File: src/rtl/arm_mc_ctrl_pkg.sv
// Shared definitions for the ARM multicycle controller: FSM states and
// instruction field, ALU, extender and condition codes.
package arm_ctrl_pkg;

    typedef enum logic [3:0] {
        FETCH  = 4'd0,
        DECODE = 4'd1,
        MEMADR = 4'd2,
        MEMRD  = 4'd3,
        MEMWB  = 4'd4,
        MEMWR  = 4'd5,
        EXR    = 4'd6,
        EXI    = 4'd7,
        ALUWB  = 4'd8,
        BRANCH = 4'd9
    } state_t;

    localparam logic [1:0] OP_DP  = 2'b00;
    localparam logic [1:0] OP_MEM = 2'b01;
    localparam logic [1:0] OP_BR  = 2'b10;

    localparam logic [3:0] CMD_AND = 4'b0000;
    localparam logic [3:0] CMD_SUB = 4'b0010;
    localparam logic [3:0] CMD_ADD = 4'b0100;
    localparam logic [3:0] CMD_CMP = 4'b1010;
    localparam logic [3:0] CMD_ORR = 4'b1100;

    localparam logic [1:0] ALU_ADD = 2'b00;
    localparam logic [1:0] ALU_SUB = 2'b01;
    localparam logic [1:0] ALU_AND = 2'b10;
    localparam logic [1:0] ALU_ORR = 2'b11;

    localparam logic [1:0] IMM_8  = 2'b00;
    localparam logic [1:0] IMM_12 = 2'b01;
    localparam logic [1:0] IMM_24 = 2'b10;

    localparam logic [3:0] COND_EQ = 4'b0000;
    localparam logic [3:0] COND_NE = 4'b0001;
    localparam logic [3:0] COND_CS = 4'b0010;
    localparam logic [3:0] COND_CC = 4'b0011;
    localparam logic [3:0] COND_MI = 4'b0100;
    localparam logic [3:0] COND_PL = 4'b0101;
    localparam logic [3:0] COND_VS = 4'b0110;
    localparam logic [3:0] COND_VC = 4'b0111;
    localparam logic [3:0] COND_HI = 4'b1000;
    localparam logic [3:0] COND_LS = 4'b1001;
    localparam logic [3:0] COND_GE = 4'b1010;
    localparam logic [3:0] COND_LT = 4'b1011;
    localparam logic [3:0] COND_GT = 4'b1100;
    localparam logic [3:0] COND_LE = 4'b1101;
    localparam logic [3:0] COND_AL = 4'b1110;

endpackage

File: src/rtl/arm_mc_ctrl_cond_check.sv
// Combinational ARM condition evaluation: cond field against NZCV flags.
// Condition 1111 is treated as never.
module arm_cond_check
    import arm_ctrl_pkg::*;
(
    input  logic [3:0] i_cond,
    input  logic [3:0] i_flags,
    output logic       o_cond_ex
);

    logic w_n, w_z, w_c, w_v, w_ge;

    assign {w_n, w_z, w_c, w_v} = i_flags;
    assign w_ge = (w_n == w_v);

    always_comb begin
        o_cond_ex = 1'b0;
        case (i_cond)
            COND_EQ: o_cond_ex = w_z;
            COND_NE: o_cond_ex = ~w_z;
            COND_CS: o_cond_ex = w_c;
            COND_CC: o_cond_ex = ~w_c;
            COND_MI: o_cond_ex = w_n;
            COND_PL: o_cond_ex = ~w_n;
            COND_VS: o_cond_ex = w_v;
            COND_VC: o_cond_ex = ~w_v;
            COND_HI: o_cond_ex = w_c & ~w_z;
            COND_LS: o_cond_ex = ~w_c | w_z;
            COND_GE: o_cond_ex = w_ge;
            COND_LT: o_cond_ex = ~w_ge;
            COND_GT: o_cond_ex = ~w_z & w_ge;
            COND_LE: o_cond_ex = w_z | ~w_ge;
            COND_AL: o_cond_ex = 1'b1;
            default: o_cond_ex = 1'b0;
        endcase
    end

endmodule

File: src/rtl/arm_mc_ctrl.sv
// Multicycle ARM controller: FSM sequencing, datapath selects and NZCV flags.
// Define CTRL_MEM_WAIT_EN to stall FETCH/MEMRD/MEMWR on mem_ready.
module arm_mc_ctrl
    import arm_ctrl_pkg::*;
#(
    parameter logic [3:0] RST_STATE = 4'd0
) (
    input  logic        clk,
    input  logic        reset_n,
    input  logic [31:0] ir,
    input  logic [3:0]  alu_flags,
    input  logic        mem_ready,
    output logic        pc_write,
    output logic        ir_write,
    output logic        reg_write,
    output logic        mem_write,
    output logic        adr_src,
    output logic        alu_src_a,
    output logic [1:0]  alu_src_b,
    output logic [1:0]  result_src,
    output logic [1:0]  imm_src,
    output logic [1:0]  reg_src,
    output logic [1:0]  alu_control,
    output logic [3:0]  flags
);

    state_t     r_state;
    state_t     w_next;
    logic [3:0] r_flags;
    logic       r_cond_ex;

    logic       w_cond_ok;
    logic       w_mem_ok;
    logic [1:0] w_op;
    logic [5:0] w_funct;
    logic [3:0] w_cmd;
    logic [3:0] w_rd;
    logic       w_is_cmp;
    logic       w_rd_pc;
    logic [1:0] w_ex_alu;
    logic       w_logic_op;
    logic       w_flag_we;
    logic       w_unused;

    assign w_op     = ir[27:26];
    assign w_funct  = ir[25:20];
    assign w_cmd    = w_funct[4:1];
    assign w_rd     = ir[15:12];
    assign w_is_cmp = (w_cmd == CMD_CMP);
    assign w_rd_pc  = (w_rd == 4'hF);
    assign w_unused = ^{ir[19:16], ir[11:0], mem_ready};

`ifdef CTRL_MEM_WAIT_EN
    assign w_mem_ok = mem_ready;
`else
    assign w_mem_ok = 1'b1;
`endif

    arm_cond_check u_cond (
        .i_cond    (ir[31:28]),
        .i_flags   (r_flags),
        .o_cond_ex (w_cond_ok)
    );

    always_comb begin
        case (w_cmd)
            CMD_ADD:          w_ex_alu = ALU_ADD;
            CMD_SUB, CMD_CMP: w_ex_alu = ALU_SUB;
            CMD_AND:          w_ex_alu = ALU_AND;
            CMD_ORR:          w_ex_alu = ALU_ORR;
            default:          w_ex_alu = ALU_ADD;
        endcase
    end

    // Logical ops only define N and Z; C and V carry over from the last arithmetic op.
    assign w_logic_op = (w_ex_alu == ALU_AND) || (w_ex_alu == ALU_ORR);
    assign w_flag_we  = ((r_state == EXR) || (r_state == EXI)) && r_cond_ex &&
                        (w_funct[0] || w_is_cmp);

    always_ff @(posedge clk or negedge reset_n) begin
        if (!reset_n) begin
            r_state   <= state_t'(RST_STATE);
            r_flags   <= '0;
            r_cond_ex <= 1'b0;
        end else begin
            r_state <= w_next;
            if (r_state == DECODE)
                r_cond_ex <= w_cond_ok;
            if (w_flag_we)
                r_flags <= w_logic_op ? {alu_flags[3:2], r_flags[1:0]} : alu_flags;
        end
    end

    assign flags = r_flags;

    // Outputs are forced idle while reset is held so an aborted access has no side effects.
    always_comb begin
        w_next      = r_state;
        pc_write    = 1'b0;
        ir_write    = 1'b0;
        reg_write   = 1'b0;
        mem_write   = 1'b0;
        adr_src     = 1'b0;
        alu_src_a   = 1'b0;
        alu_src_b   = 2'b00;
        result_src  = 2'b00;
        imm_src     = IMM_8;
        reg_src     = 2'b00;
        alu_control = ALU_ADD;
        if (reset_n) begin
            case (r_state)
                FETCH: begin
                    ir_write   = w_mem_ok;
                    pc_write   = w_mem_ok;
                    alu_src_a  = 1'b1;
                    alu_src_b  = 2'b10;
                    result_src = 2'b10;
                    if (w_mem_ok)
                        w_next = DECODE;
                end
                DECODE: begin
                    alu_src_a = 1'b1;
                    alu_src_b = 2'b10;
                    imm_src   = w_op;
                    w_next    = FETCH;
                    if (w_cond_ok) begin
                        case (w_op)
                            OP_MEM:  w_next = MEMADR;
                            OP_BR:   w_next = BRANCH;
                            OP_DP:   w_next = w_funct[5] ? EXI : EXR;
                            default: w_next = FETCH;
                        endcase
                    end
                end
                MEMADR: begin
                    alu_src_b   = 2'b01;
                    imm_src     = IMM_12;
                    alu_control = w_funct[3] ? ALU_ADD : ALU_SUB;
                    w_next      = w_funct[0] ? MEMRD : MEMWR;
                end
                MEMRD: begin
                    adr_src = 1'b1;
                    if (w_mem_ok)
                        w_next = MEMWB;
                end
                MEMWB: begin
                    result_src = 2'b01;
                    reg_write  = r_cond_ex;
                    pc_write   = r_cond_ex & w_rd_pc;
                    w_next     = FETCH;
                end
                MEMWR: begin
                    adr_src   = 1'b1;
                    mem_write = r_cond_ex;
                    reg_src   = 2'b10;
                    if (w_mem_ok)
                        w_next = FETCH;
                end
                EXR, EXI: begin
                    alu_src_b   = (r_state == EXI) ? 2'b01 : 2'b00;
                    imm_src     = IMM_8;
                    alu_control = w_ex_alu;
                    w_next      = w_is_cmp ? FETCH : ALUWB;
                end
                ALUWB: begin
                    result_src = 2'b00;
                    reg_write  = r_cond_ex;
                    pc_write   = r_cond_ex & w_rd_pc;
                    w_next     = FETCH;
                end
                BRANCH: begin
                    reg_src    = 2'b01;
                    alu_src_b  = 2'b01;
                    imm_src    = IMM_24;
                    result_src = 2'b10;
                    pc_write   = r_cond_ex;
                    w_next     = FETCH;
                end
                default: w_next = FETCH;
            endcase
        end
    end

endmodule
File: config.mk
export PLATFORM = sky130hd
export DESIGN_NAME = arm_mc_ctrl
export DESIGN_NICKNAME = d
export VERILOG_FILES = /design/src/rtl/arm_mc_ctrl_pkg.sv /design/src/rtl/arm_mc_ctrl_cond_check.sv /design/src/rtl/arm_mc_ctrl.sv
export SDC_FILE = /design/constraint.sdc
export NUM_CORES = 1
export LEC_CHECK = 0
export ABC_CLOCK_PERIOD_IN_PS = 2530
export BUFFER_PORTS_ARGS = -buffer_cell sky130_fd_sc_hd__buf_4
export CAP_MARGIN = 20
export CORE_MARGIN = 1
export CORE_UTILIZATION = 44
export CTS_CLUSTER_SIZE = 12
export DETAILED_ROUTE_END_ITERATION = 10
export MAX_ROUTING_LAYER = met4
export PLACE_DENSITY = 0.92
export SKIP_CTS_REPAIR_TIMING = 1
export SLEW_MARGIN = 20
export SYNTH_ARGS = -nofsm -noshare
export SYNTH_HDL_FRONTEND = slang
export SYNTH_SLANG_ARGS = --single-unit
export TNS_END_PERCENT = 5
File: constraint.sdc
create_clock -name clk -period 2.53 [get_ports clk]
set_clock_uncertainty 0.05 [all_clocks]
set_input_delay 0.253 -clock clk [delete_from_list [all_inputs] [get_ports clk]]
set_output_delay 0.253 -clock clk [all_outputs]
set_load 0.005 [all_outputs]
==> results.cfg, run 1 <==
[drt]
drt_iter0_markers = 22
via_count = 973
wl_per_cell_um = 12.9
drtPass1Iterations = 4
via_per_inst = 5.59
drc_errors = 0
ant_nets = 0
wl_mm = 2.25

[sta]
hold_viol = 0
rsz0062_at_grt = no
worstMarginPinSlew_ns = 0.614
fmax_ghz = 0.427
finalMaxSlewViolations = 0
maxSlewHeadroom_pct = 58.0
setup_viol = 0
min_period_over_period_pct = 92.6
tns_ns = 0
post-route-min-period_ns = 2.34
hold_ws_ns = 0.166

[floorplan]
dieWidth_um = 46.5
num_rows = 15
core-area_sq_um = 1780
die_area_sq_um = 2160
start_util_pct = 48.8
die_h_um = 46.5
boundaryPins = 59

[pwr]
power.density_nw_per_um2 = 794
p_leak_uw = 0.000556
switching_share_pct = 42.7
vdd_drop_max_v = 0.000578
p_clk_share_pct = 11.7
power.internal_uw = 555
power_frac_comb_pct = 54.8
p_total_uw = 968
p_sw_uw = 413
seqPwrFrac_pct = 33.5

[placement]
numPortBuffers = 41
place.gp.congestion = 0.892
dpl.hpwl_mm = 1.75

[yosys]
synth_area_sq_um = 870
synth_seq_cells = 9
yosys-top-cells-count = 11 x nor2_1, 10 x nand2_1, 9 x dfrtp_1
synth_ff_type = dfrtp_1
post-synth-top-count-cell = nor2_1
syn-mean-instance-area_sq_um = 8.05
yosysTopAreaCellShare_pct = 25.9
async_flop_share_pct = 100
synth_area_leader_cell = dfrtp_1
yosysWarnings = 0
syn_inst = 108
ys_types = 39
synth_fp_nets = 147
synthTopCellsByArea = dfrtp_1 26%, mux2_2 7.8%, nor2_1 4.7%
seq_area_frac_synth_pct = 25.9
synth-edff-count = 0

[layout]
multi_input_area_sq_um = 604
diodes = 0
nFillCells = 141
drive_gt1_share_pct = 36.9
utilization_pct = 68.4
finish.net_count = 189
areaGrowthSynthToFinish_pct = 40.3
regArea_sq_um = 225

[worst_setup_path]
critPathCaptureType = output pin
path_cells = dlygate4sd3_1 > buf_4 > nand2_1 > a2111oi_0 > a22oi_1 > nand2_1 > buf_4
critPathKind = input pin to output pin
path_max_fanout = 21
cp_slowest_cell = a2111oi_0
cp.arrival_ns = 2.04
cp.required_ns = 2.23
critPathTopFamily = buffers and inverters
cp-start-kind = input pin
max_stage_delay_ns = 0.59
reg2reg_depth = 5
crit_cells = 7
path_buf_inv = 3

[clocking]
htree_levels = 1
clk_pin_slew_ns = 0.05
cts.sinks = 9
cts_inserted_buffers = 3
cts-root-buf = clkbuf_4
cts_tree = built
clk_latency_ns = 0.27
clockBufferDepth = 2

[status]
status = complete, no violations

[grt]
grt-ovfl-total = 0
antenna_found_initial = 0
grt_pass1_wl_mm = 3.65
grt_pass1_vias = 867
track_usage_pct = 24.9
grt_max_degree = 22

[min_path]
hold_depth = 2
worstHoldPathType = input pin to flop

[job]
cap_violations = 0
## final cells by class
type | instances | area share, %
sequential | 9 | 18.5
inverter | 4 | 1.23
tap | 25 | 2.56
timing repair buffer | 42 | 26.1
multi-input combinational | 90 | 49.5
clock buffer | 4 | 2.15
## sequential cells by signal (all words and copies together) (netlist names)
register,flops
r_state,4
flags,4
r_cond_ex,1
## worst reg2reg max path: stages (launching register included)
cell and delay (ns):
dfrtp_1 0.47, and4bb_1 0.25, o31ai_1 0.27, a32oi_1 0.16, a311oi_2 0.45, a31oi_1 0.14
## worst paths after layout
path                          start          to  slack [ns]
setup / recovery            reset_n    pc_write        0.19
hold / removal               ir[27]  r_state[1]        0.17
setup reg to reg           flags[0]   r_cond_ex        0.60
hold reg to reg            flags[1]    flags[1]        0.55
max in group asynchronous   reset_n  r_state[1]        1.91
min in group asynchronous   reset_n   r_cond_ex        0.33
## power by group through the flow
| stage | combinational [uW] | clock (uW) | sequential, uW |
|---|---|---|---|
| 6_report | 531 | 113 | 324 |
| 5_1_grt | 590 | 126 | 343 |
| 3_3_place_gp | 509 | 0 | 320 |
| 2_1_floorplan | 369 | 0 | 262 |
| 3_5_place_dp | 526 | 0 | 322 |
| 4_1_cts | 528 | 118 | 321 |
## stage by stage
step | area [sq um] | setup slack (ns) | instances
finish | 1220 | 0.188 | 174
global placement | 1180 | 0.609 | 169
CTS | 1210 | 0.216 | 173
global route | 1220 | 0.0367 | 174
floorplan | 870 | 0.726 | 108
detailed placement | 1180 | 0.546 | 169
## per-layer routing
metal / wire length, um / up-vias / global-route usage, %
met5: 0 / - / -
met4: 21 / 0 / 11.8
met3: 163 / 4 / 7.45
met2: 1150 / 39 / 37.5
met1: 917 / 448 / 30.0
li1: - / 482 / -
## cells in the final DEF (no fill, tap or decap), types with 2 or more instances in the layout
| cell | instances |
|---|---|
| mux2_2 | 6 |
| buf_4 | 41 |
| dfrtp_1 | 9 |
| and2_1 | 2 |
| a21oi_1 | 5 |
| nor3b_1 | 3 |
| nand2b_1 | 3 |
| clkbuf_4 | 3 |
| xor2_1 | 2 |
| nor2b_1 | 4 |
| o31ai_1 | 2 |
| a31oi_1 | 3 |
| nor3_1 | 7 |
| and4bb_1 | 2 |
| or3_1 | 3 |
| o21ai_1 | 3 |
| nor2_1 | 11 |
| inv_1 | 4 |
| nand2_1 | 10 |
| xnor2_1 | 4 |
| o21ai_0 | 3 |
## kinds of logic (layout without fill, tap and decap cells)
family / count (synthesis) / count (layout) / synth area share [%]
AND/OR/NAND/NOR: 53 / 53 / 35.8
AO/OA/AOI/OAI: 25 / 25 / 19.9
flip-flops: 9 / 9 / 25.9
buffers and inverters: 9 / 50 / 4.60
XOR/XNOR: 6 / 6 / 6.04
multiplexers: 6 / 6 / 7.77
No activity file was read; power rests on OpenSTA's default activity.
==> run 2, diff against run 1 <==
Settings changed: CORE_UTILIZATION 44 to 46, CTS_BUF_LIST from default to sky130_fd_sc_hd__clkbuf_8, PLACE_DENSITY 0.92 to 0.95, REMOVE_ABC_BUFFERS from default to 1.
==> results.cfg, run 2 (synthesis gave the netlist of run 1 again) <==
[clocking]
cts_inserted_buffers = 3
clk_pin_slew_ns = 0.05
htree_levels = 1
clockBufferDepth = 2
cts-root-buf = clkbuf_8
clk_latency_ns = 0.24
cts.sinks = 9
cts_tree = built

[worst_setup_path]
critPathKind = flop to output pin
cp-start-kind = flop
timing.rr.start = flags[0]
path_max_fanout = 11
cp_common_cell = nand2_1
cp.required_ns = 2.23
max_stage_delay_ns = 0.63
r2r_slack_ns = 0.63
r2r_end = r_state[3]
cp_slowest_cell = a2111oi_0
reg2reg_depth = 5
critPathCaptureType = output pin
cp.arrival_ns = 1.98
path_cells = nand2_1 > a2111oi_0 > a22oi_1 > nand2_1 > buf_4

[min_path]
hold_depth = 2
worst_hold_startpoint = alu_flags[3]
hold_end = flags[3]
worstHoldPathType = input pin to flop

[pwr]
power.density_nw_per_um2 = 829
p_leak_uw = 0.000567
vdd_drop_max_v = 0.000734

[sta]
hold_ws_ns = 0.197
finalWorstSetupSlack_ns = 0.243
worstMarginPinSlew_ns = 0.628
maxSlewHeadroom_pct = 57.1
setup_viol = 0
fmax_ghz = 0.437
tns_ns = 0
min_period_over_period_pct = 90.4
finalMaxSlewViolations = 0
rsz0062_at_grt = no
post-route-min-period_ns = 2.29
hold_viol = 0

[grt]
grt_max_degree = 22
grt_pass1_wl_mm = 3.55
grt-ovfl-total = 0
antenna_found_initial = 0
grt_pass1_vias = 888
track_usage_pct = 24.2

[drt]
via_count = 1000
drt_iter0_markers = 28
drc_errors = 0
drtPass1Iterations = 4
via_per_inst = 5.75
wl_mm = 2.31
wl_per_cell_um = 13.3
ant_nets = 0

[placement]
place_area_sq_um = 1180
numPortBuffers = 41
place_ws_ns = 0.543
dpl.hpwl_mm = 1.76
place.gp.congestion = 0.893

[layout]
nFillCells = 142
drive_gt1_share_pct = 37.6
diodes = 0
finish.net_count = 189
areaGrowthSynthToFinish_pct = 42.6
final_common_cell = buf_4
final_cell_mix = 41 x buf_4, 11 x nor2_1, 10 x nand2_1
fin_area_sq_um = 1240
utilization_pct = 71.0

[floorplan]
die_h_um = 45.5
core-area_sq_um = 1750
boundaryPins = 59
dieWidth_um = 45.5
die_area_sq_um = 2070
num_rows = 15
start_util_pct = 49.8

[status]
status = complete, no violations

[job]
cap_violations = 0
==> run 2: per-stage QoR <==
step                      power [uW]  instances
after global placement           827        169
after floorplan                  611        103
final                           1030        174
after global routing            1110        174
after detailed placement         857        169
after CTS                       1030        173
==> run 2: final cells by class <==
type                       instances  area [sq um]  area share, %
tap                               25          31.3           2.52
sequential                         9           225           18.2
inverter                           4          15.0           1.21
clock inverter                     1          5.00          0.404
multi-input combinational         90           604           48.7
timing repair buffer              42           318           25.6
clock buffer                       3          41.3           3.33
==> run 2: worst max path at each step <==
stage                           from        to  slack [ns]  depth (start not counted)
after floorplan           r_state[2]  pc_write        0.75                          4
after CTS                 r_state[2]  pc_write        0.28                          5
after detailed placement  r_state[2]  pc_write        0.54                          5
after global placement    r_state[2]  pc_write        0.60                          5
final                     r_state[2]  pc_write        0.24                          5
after global routing      r_state[2]  pc_write        0.06                          5
==> run 2: power by group <==
group          internal [uW]  total (uW)  switching (uW)
registers                202         328             126
clock network            108         167            59.4
logic                    292         532             240
==> run 2: routing by layer <==
layer  vias to the layer above  part of all wire [%]  GRT usage [%]
met2                        34                    53           43.1
met3                         9                   5.1           5.16
met1                       477                    40           25.8
met5                         -                     0              -
li1                        480                     -              -
met4                         0                   1.9           9.09
==> run 2: worst max-delay path: cells and delay by family, from the launching register on <==
family,cells,cell delay [ns]
compound gates,2,0.77
flops,1,0.56
simple gates,2,0.30
buf+inv,1,0.12
==> run 3, diff against run 2 <==
Settings changed: RECOVER_POWER from default to 25.
==> results.cfg, run 3 (synthesis gave the netlist of run 1 again) <==
[worst_setup_path]
critPathCapture = pc_write
critPathCaptureType = output pin
cp.arrival_ns = 2.00
r2r_end = r_state[3]
cp_slowest_cell = a2111oi_0
cp-start-kind = flop
r2r_slack_ns = 0.63
cp_common_cell = nand2_1
max_stage_delay_ns = 0.64
critPathLaunch = r_state[2]
reg2reg_depth = 5
critPathKind = flop to output pin
path_max_fanout = 11
path_cells = nand2_1 > a2111oi_0 > a22oi_1 > nand2_1 > buf_4
timing.rr.start = flags[0]
cp.required_ns = 2.23

[drt]
top_layer_used = met4
drc_errors = 0
drtPass1Iterations = 4
met3_length_um = 137
wl_met2_mm = 1.20
ant_nets = 0
drt_iter0_markers = 28
via_per_inst = 5.78
wl_per_cell_um = 13.2
via_count = 1005
wl_met1_um = 917
wl_mm = 2.30

[layout]
diodes = 0
multi_input_area_sq_um = 604
finish.net_count = 189
final_common_cell = buf_4
drive_gt1_share_pct = 36.9
nFillCells = 144
areaGrowthSynthToFinish_pct = 42.2
regArea_sq_um = 225
final_cell_mix = 40 x buf_4, 11 x nor2_1, 10 x nand2_1

[sta]
post-route-min-period_ns = 2.31
finalWorstSetupSlack_ns = 0.223
setup_viol = 0
worstMarginPinSlew_ns = 0.634
tns_ns = 0
maxSlewHeadroom_pct = 56.6
finalMaxSlewViolations = 0
hold_viol = 0
rsz0062_at_grt = no
fmax_ghz = 0.433
hold_ws_ns = 0.196
min_period_over_period_pct = 91.2

[job]
cap_violations = 0

[floorplan]
num_rows = 15
boundaryPins = 59
start_util_pct = 49.8
dieWidth_um = 45.5
die_area_sq_um = 2070
core-area_sq_um = 1750
die_h_um = 45.5

[grt]
grt_pass1_vias = 888
track_usage_pct = 24.2
grt_pass1_wl_mm = 3.55
grt-ovfl-total = 0
antenna_found_initial = 0
grt_max_degree = 22

[pwr]
p_clk_share_pct = 16.3
switching_share_pct = 41.6
power_frac_comb_pct = 51.7
power.density_nw_per_um2 = 832
p_sw_uw = 428
power.internal_uw = 601
p_leak_uw = 0.000563
vdd_drop_max_v = 0.000736
seqPwrFrac_pct = 32.0

[placement]
place.gp.congestion = 0.893
numPortBuffers = 41
dpl.hpwl_mm = 1.76
place_ws_ns = 0.543

[min_path]
worstHoldPathType = input pin to flop
worst_hold_startpoint = alu_flags[3]

[clocking]
clockBufferDepth = 2
htree_levels = 1
cts.sinks = 9
cts_tree = built
clk_pin_slew_ns = 0.05
cts-root-buf = clkbuf_8
cts_inserted_buffers = 3
clk_latency_ns = 0.24

[status]
status = complete, no violations
run 3: through the flow:
step / cells / total power, uW / utilization (%) / area (sq um)
after global routing: 174 / 1110 / 70.8 / 1240
after CTS: 173 / 1030 / 70.5 / 1230
final: 174 / 1030 / 70.8 / 1240
after global placement: 169 / 827 / 67.8 / 1180
after detailed placement: 169 / 857 / 67.8 / 1180
after floorplan: 103 / 611 / - / 845
run 3: worst min-delay path by stage:
stage                      end  slack, ns  cells after the start
global route          flags[2]       0.19                      2
floorplan             flags[0]      -0.09                      0
detailed placement  r_state[3]       0.07                      1
finish                flags[3]       0.20                      2
global placement      flags[1]       0.07                      1
CTS                 r_state[0]      -0.18                      1
run 3: area by class of cell:
type | count | area share (%)
clock buffer | 3 | 3.34
clock inverter | 1 | 0.405
inverter | 4 | 1.21
multi-input combinational | 90 | 48.9
sequential | 9 | 18.2
tap | 25 | 2.53
timing repair buffer | 42 | 25.4
run 3: power by group through the flow:
stage,Combinational [uW],Sequential (uW),Clock (uW)
after floorplan,315,296,0
after global placement,506,321,0
after detailed placement,529,328,0
after CTS,532,325,172
after global routing,584,342,181
final,532,330,168
run 3: per-layer routing:
| layer | vias to the layer above | GRT usage (%) |
|---|---|---|
| met5 | - | - |
| met4 | 0 | 9.09 |
| met3 | 7 | 5.16 |
| met2 | 44 | 43.1 |
| met1 | 476 | 25.8 |
| li1 | 478 | - |
run 3: critical path, delay by kind of cell (launching register included):
kind            cells  cell delay, ns
compound gates      2            0.78
flops               1            0.57
simple gates        2            0.31
buf+inv             1            0.12
